`src/rtl/cdc_pkg.sv`:
```
// Shared definitions for the CDC request/ack handshake source.
//   - cdc_state_e : handshake FSM states
//   - CDC_*       : default payload width, ack synchronizer depth, ack-wait limit
//   - cnt_width() : bits needed to hold 0..max_val
package cdc_pkg;

  localparam int CDC_W           = 2;
  localparam int CDC_SYNC_STAGES = 2;
  localparam int CDC_TIMEOUT     = 255;

  typedef enum logic [1:0] {
    ST_IDLE     = 2'd0,
    ST_SETTLE   = 2'd1,
    ST_WAIT_ACK = 2'd2
  } cdc_state_e;

  function automatic int cnt_width(input int max_val);
    return (max_val < 1) ? 1 : $clog2(max_val + 1);
  endfunction

endpackage

```
`src/rtl/cdc_sync_chain.sv`:
```
// Multi-flop synchronizer for signals entering the clock domain.
// The first stage (sync_meta) is the only flop that may go metastable, so it
// has its own name for CDC constraints; later stages form sync_pipe.
// Ports:
//   clock : destination clock
//   reset : synchronous active-high, clears every stage to 0
//   d     : asynchronous input
//   q     : synchronized output (last stage)
module cdc_sync_chain #(
  parameter int WIDTH = 1,
  parameter int DEPTH = 2
) (
  input  logic             clock,
  input  logic             reset,
  input  logic [WIDTH-1:0] d,
  output logic [WIDTH-1:0] q
);

  logic [WIDTH-1:0]            sync_meta;
  logic [DEPTH-2:0][WIDTH-1:0] sync_pipe;

  always_ff @(posedge clock) begin
    if (reset) begin
      sync_meta <= '0;
      sync_pipe <= '0;
    end else begin
      sync_meta    <= d;
      sync_pipe[0] <= sync_meta;
      for (int i = 1; i < DEPTH - 1; i++) sync_pipe[i] <= sync_pipe[i-1];
    end
  end

  assign q = sync_pipe[DEPTH-2];

endmodule

```
`src/rtl/cdc_handshake_source.sv`:
```
// Source side of a two-phase (toggle) request/ack CDC handshake.
// A payload is captured into tx_data, held one full cycle (SETTLE), then
// tx_req toggles. The sink's ack toggle is synchronized and, once it matches
// tx_req, the block returns to IDLE. A saturating wait counter raises a
// sticky timeout_err if the ack takes TIMEOUT cycles; the wait continues.
// Ports:
//   clock, reset          : clock and synchronous active-high reset
//   enq_valid/enq_ready   : producer handshake, transfer when both high
//   enq_data [W]          : payload to send
//   tx_data [W], tx_req   : registered payload and request toggle to sink
//   tx_ack                : ack toggle from sink domain (asynchronous)
//   busy                  : handshake in flight
//   timeout_err           : sticky ack-wait overrun flag
module cdc_handshake_source
  import cdc_pkg::*;
#(
  parameter int W           = CDC_W,
  parameter int SYNC_STAGES = CDC_SYNC_STAGES,
  parameter int TIMEOUT     = CDC_TIMEOUT
) (
  input  logic         clock,
  input  logic         reset,
  input  logic         enq_valid,
  output logic         enq_ready,
  input  logic [W-1:0] enq_data,
  output logic [W-1:0] tx_data,
  output logic         tx_req,
  input  logic         tx_ack,
  output logic         busy,
  output logic         timeout_err
);

  localparam int            CW      = cnt_width(TIMEOUT);
  localparam logic [CW-1:0] CNT_MAX = CW'(TIMEOUT);
  localparam logic [CW-1:0] CNT_ONE = CW'(1);

  cdc_state_e    state_q, state_d;
  logic          ack_s;
  logic          ack_match;
  logic [CW-1:0] wait_cnt;

  cdc_sync_chain #(
    .WIDTH (1),
    .DEPTH (SYNC_STAGES)
  ) u_ack_sync (
    .clock (clock),
    .reset (reset),
    .d     (tx_ack),
    .q     (ack_s)
  );

  // Two-phase protocol: the sink has answered once its ack level equals ours.
  assign ack_match = (ack_s == tx_req);

  always_comb begin
    state_d   = state_q;
    enq_ready = 1'b0;
    busy      = 1'b1;
    unique case (state_q)
      ST_IDLE: begin
        enq_ready = 1'b1;
        busy      = 1'b0;
        if (enq_valid) state_d = ST_SETTLE;
      end
      ST_SETTLE:   state_d = ST_WAIT_ACK;
      // ack_s is only consulted here, so stray acks in other states are ignored.
      ST_WAIT_ACK: if (ack_match) state_d = ST_IDLE;
      default:     state_d = ST_IDLE;
    endcase
  end

  always_ff @(posedge clock) begin
    if (reset) begin
      state_q     <= ST_IDLE;
      tx_data     <= '0;
      tx_req      <= 1'b0;
      wait_cnt    <= '0;
      timeout_err <= 1'b0;
    end else begin
      state_q <= state_d;
      if (state_q == ST_IDLE && enq_valid) tx_data <= enq_data;
      if (state_q == ST_SETTLE) begin
        // Data has been stable a full cycle; now launch the request edge.
        tx_req   <= ~tx_req;
        wait_cnt <= '0;
      end else if (state_q == ST_WAIT_ACK && !ack_match && wait_cnt != CNT_MAX) begin
        wait_cnt <= wait_cnt + CNT_ONE;
        // Flag on the same edge the counter lands on TIMEOUT.
        if (wait_cnt == CNT_MAX - CNT_ONE) timeout_err <= 1'b1;
      end
    end
  end

endmodule

```
`config.mk`:
```
export PLATFORM = sky130hd
export DESIGN_NAME = cdc_handshake_source
export DESIGN_NICKNAME = d
export VERILOG_FILES = /design/src/rtl/cdc_pkg.sv /design/src/rtl/cdc_sync_chain.sv /design/src/rtl/cdc_handshake_source.sv
export SDC_FILE = /design/constraint.sdc
export NUM_CORES = 1
export LEC_CHECK = 0
export BUFFER_PORTS_ARGS = -buffer_cell sky130_fd_sc_hd__buf_2
export CAP_MARGIN = 20
export CORE_ASPECT_RATIO = 1.4
export CORE_UTILIZATION = 35
export CTS_CLUSTER_DIAMETER = 40
export DETAILED_ROUTE_END_ITERATION = 10
export HOLD_SLACK_MARGIN = 0.12
export SETUP_SLACK_MARGIN = 0.15
export SLEW_MARGIN = 15
export SYNTH_ARGS = -nofsm -noshare
export SYNTH_HDL_FRONTEND = slang
export SYNTH_SLANG_ARGS = --single-unit
```
`constraint.sdc`:
```
create_clock -name clock -period 1.69 [get_ports clock]
set_input_delay 0.0845 -clock clock [delete_from_list [all_inputs] [get_ports clock]]
set_output_delay 0.0845 -clock clock [all_outputs]
set_load 0.03 [all_outputs]
```
==> run summary <==
The worst setup path is of the flip-flop to flip-flop kind. The cell area power density came out at 732 mW/mm². After routing, the total negative slack on setup checks comes to 0 ns. The most critical setup path has its endpoint at wait_cnt[4]$_SDFFE_PP0P_.

The routed via count is 641. Walking the worst path, the cells encountered are ha_2 > or3b_4 > o311ai_2 > o41ai_1. The vias per cell is 5.30. The critical path starts at wait_cnt[1]$_SDFFE_PP0P_. Measured on the finished design, the core utilization comes to 0.485. The H-tree depth came out at 1. In the global route stage, overall resource usage came out at 0.158. The count of nets left with antenna violations once routing finished came out at 0. Leaving out fill and tap cells, the most frequent cells in the layout are sky130_fd_sc_hd__dfxtp_1 (14), sky130_fd_sc_hd__nor2_1 (11), sky130_fd_sc_hd__buf_2 (11).

The leakage power summed over all cells came out at 0.369 nW. For the finished layout, the period the worst path requires is 1.46 ns. The number of max-slew violations in the final report came out at 0.

The die covers 0.00226 mm². In the synthesized netlist, the number of instances is 78. The first-pass iteration count of the detailed router is 4. The number of antenna violations at the first check in global routing is 0. The number of cells on the worst reg-to-reg path came out at 4. The number of global-route vias before repair came out at 608.

The routability congestion estimate came out at 0.733. The post-detailed-route DRC marker count came out at 0. The area taken by multi-input logic gates came out at 414 µm². The final instance area is 946 µm². The count of state elements after synthesis is 16. The area of all sequential standard cells is 323 µm². The peak clock frequency supported by timing is 686 MHz. The required time reported for the critical path endpoint is 1.86 ns. The maximum buffer depth of the clock tree is 2.

The sum of internal, switching and leakage power is 0.693 mW. The number of antenna diodes is 0. The measured slew at the worst slew-check pin came out at 0.365 ns. The number of max-cap violations came out at 0. The cell at the root of the clock tree is sky130_fd_sc_hd__clkbuf_4. Counting both buffers and inverters, the worst setup path holds a total of 0. The number of ports placed on the die boundary came out at 12. The minimum hold slack came out at 0.452 ns. The floorplan step set the die width to 40.5 µm. Global routing finished with a remaining overflow of 0. The register clock-pin slew on the reported worst setup and hold paths came out at 0.09 ns. The highest-delay cell along the critical path is sky130_fd_sc_hd__or3b_4.

The tightest min-delay check is of the flip-flop to flip-flop type. In this run the worst path has a maximum fanout of 5. The netlist area before placement is 726 µm². The sequential element share of the synthesized area came out at 0.441.

In this run the critical register-to-register path is launched from wait_cnt[1]$_SDFFE_PP0P_. From synthesis to final layout, the design area changed by 30.3%. The worst slew margin relative to its limit is 0.756. The distinct cell type count after synthesis came out at 31. The number of clock buffers inserted by TritonCTS came out at 3. The layout has 182 filler cells. The net count of the finished layout is 110.

The floorplan core area is 0.00195 mm². Setup repair after global routing left no endpoint under its margin. The clock tree from TritonCTS is built. The share of async-settable or async-resettable flops after synthesis came out at 0. The number of hold violations in the final report came out at 0. The half-perimeter wire length after detailed placement came out at 979 µm. The clock skew after layout is 0.00463 ns.

The mean cell area of the mapped netlist came out at 9.30 µm². The count of final setup violators is 0. The number of enable-type register cells in the synthesized netlist is 0. The number of rows created at floorplan came out at 19.

The most used flip-flop cell after synthesis is sky130_fd_sc_hd__dfxtp_1. For this run, the slowest stage of the critical path takes 0.41 ns. The hold-critical path depth is 1. The Yosys step of the flow raised 0 warnings. The number of nets handed over by synthesis was 86.

The pin count of the biggest net entering global routing came out at 12. At the worst endpoint, the arrival time is 1.62 ns. The wire length of the first global-routing pass is 2440 µm. The instance count on the critical path came out at 4.

The launching element type of the critical path is a flip-flop. For this configuration, the core starts out at a cell density of 0.372. The share of final-layout standard cells stronger than drive strength 1 came out at 0.260. The flow ran to the end, and the final reports show no timing, DRC or antenna violations.

Leaving out fill and tap cells, the most frequent cell in the layout is sky130_fd_sc_hd__dfxtp_1. The slack of the worst reg-to-reg path came out at 0.23 ns. The routed wirelength normalized by instance count is 12.3 µm.

For this block, the routed nets add up to 1490 µm of wire. The vertical die dimension came out at 55.9 µm. Among cell families on the critical path, the largest total delay comes from simple AND/OR/NAND/NOR gates. The worst register-to-register path ends at wait_cnt[4]$_SDFFE_PP0P_. At the later pin of the worst-skew pair, clock insertion delay measures 0.28 ns. The TritonCTS sink count is 16. The kind of capture point of the worst setup path is a flip-flop. The placed standard-cell area came out at 808 µm². The number of buffers added on ports is 11. The violation count after the first detailed-routing iteration is 13. Of the available clock period, the critical path in the final layout requires 0.862. The worst vdd rail ir drop is 558 µV.
per-layer routing:
layer	wire length (µm)	up-vias	GRT usage
li1	-	329	-
met1	674	294	0.184
met2	746	16	0.249
met3	54	2	0.0600
met4	12	0	0.0571
met5	0	-	0
cells in the mapped netlist, types with 2 or more instances:
| library cell | instances | area (µm²) |
|---|---|---|
| sky130_fd_sc_hd__dfxtp_1 | 16 | 320 |
| sky130_fd_sc_hd__nor2b_1 | 4 | 25.0 |
| sky130_fd_sc_hd__nand2_1 | 6 | 22.5 |
| sky130_fd_sc_hd__nand4_1 | 2 | 12.5 |
| sky130_fd_sc_hd__clkbuf_1 | 2 | 7.51 |
| sky130_fd_sc_hd__and3_1 | 2 | 12.5 |
| sky130_fd_sc_hd__ha_1 | 2 | 25.0 |
| sky130_fd_sc_hd__nand3_1 | 3 | 15.0 |
| sky130_fd_sc_hd__a21oi_1 | 3 | 15.0 |
| sky130_fd_sc_hd__a211oi_1 | 2 | 15.0 |
| sky130_fd_sc_hd__xnor2_1 | 4 | 35.0 |
| sky130_fd_sc_hd__nor2_1 | 12 | 45.0 |
| sky130_fd_sc_hd__inv_1 | 2 | 7.51 |
logic make-up (layout without fill, tap and decap cells):
family,count (synthesis),in the layout,synth area share
AO/OA/AOI/OAI,14,14,0.171
XOR/XNOR,4,4,0.0483
adder cells (fa/ha/maj),2,2,0.0345
buffers and inverters,4,26,0.0207
flip-flops,16,16,0.441
multiplexers,1,1,0.0138
AND/OR/NAND/NOR,37,37,0.271
through the flow:
stage	setup slack [ns]	std cells
after detailed placement	0.200	109
after global placement	0.238	109
after CTS	0.173	121
after global routing	0.167	121
final	0.233	121
after floorplan	0.192	78
worst min path at each step:
stage	to	from	slack, ns
4_1_cts	u_ack_sync.q$_SDFF_PP0_	u_ack_sync.sync_meta$_SDFF_PP0_	0.46
3_3_place_gp	u_ack_sync.sync_meta$_SDFF_PP0_	tx_ack	0.30
6_report	u_ack_sync.q$_SDFF_PP0_	u_ack_sync.sync_meta$_SDFF_PP0_	0.45
5_1_grt	tx_data[0]$_SDFFE_PP0P_	tx_data[0]$_SDFFE_PP0P_	0.47
2_1_floorplan	u_ack_sync.sync_meta$_SDFF_PP0_	tx_ack	0.21
3_5_place_dp	u_ack_sync.sync_meta$_SDFF_PP0_	tx_ack	0.31
registers in the layout (all words and copies together), names as in the netlist:
signal                count
tx_req                    1
timeout_err               1
state_q                   2
wait_cnt                  8
u_ack_sync.sync_meta      1
tx_data                   2
u_ack_sync.q              1
area by class of cell:
class	instances	area share
Inverter	2	0.00794
Sequential cell	16	0.341
Clock buffer	3	0.0238
Timing Repair Buffer	21	0.161
Multi-Input combinational cell	58	0.438
Tap cell	21	0.0278
power by group:
part | leakage (nW) | total (mW) | internal (mW) | switching, mW
Sequential | 0.131 | 0.397 | 0.388 | 0.00897
Clock | 0.0138 | 0.192 | 0.0826 | 0.109
Combinational | 0.224 | 0.104 | 0.0443 | 0.0593
Total | 0.369 | 0.693 | 0.515 | 0.177
timing repair:
item | CTS | global route
hold buffers | 9 | 0
buffers inserted | 0 | 0
hold endpoints to repair | 8 | 0
setup endpoints to repair | 0 | 4
resized for setup | 0 | 5
No activity file was read; power rests on OpenSTA's default activity.
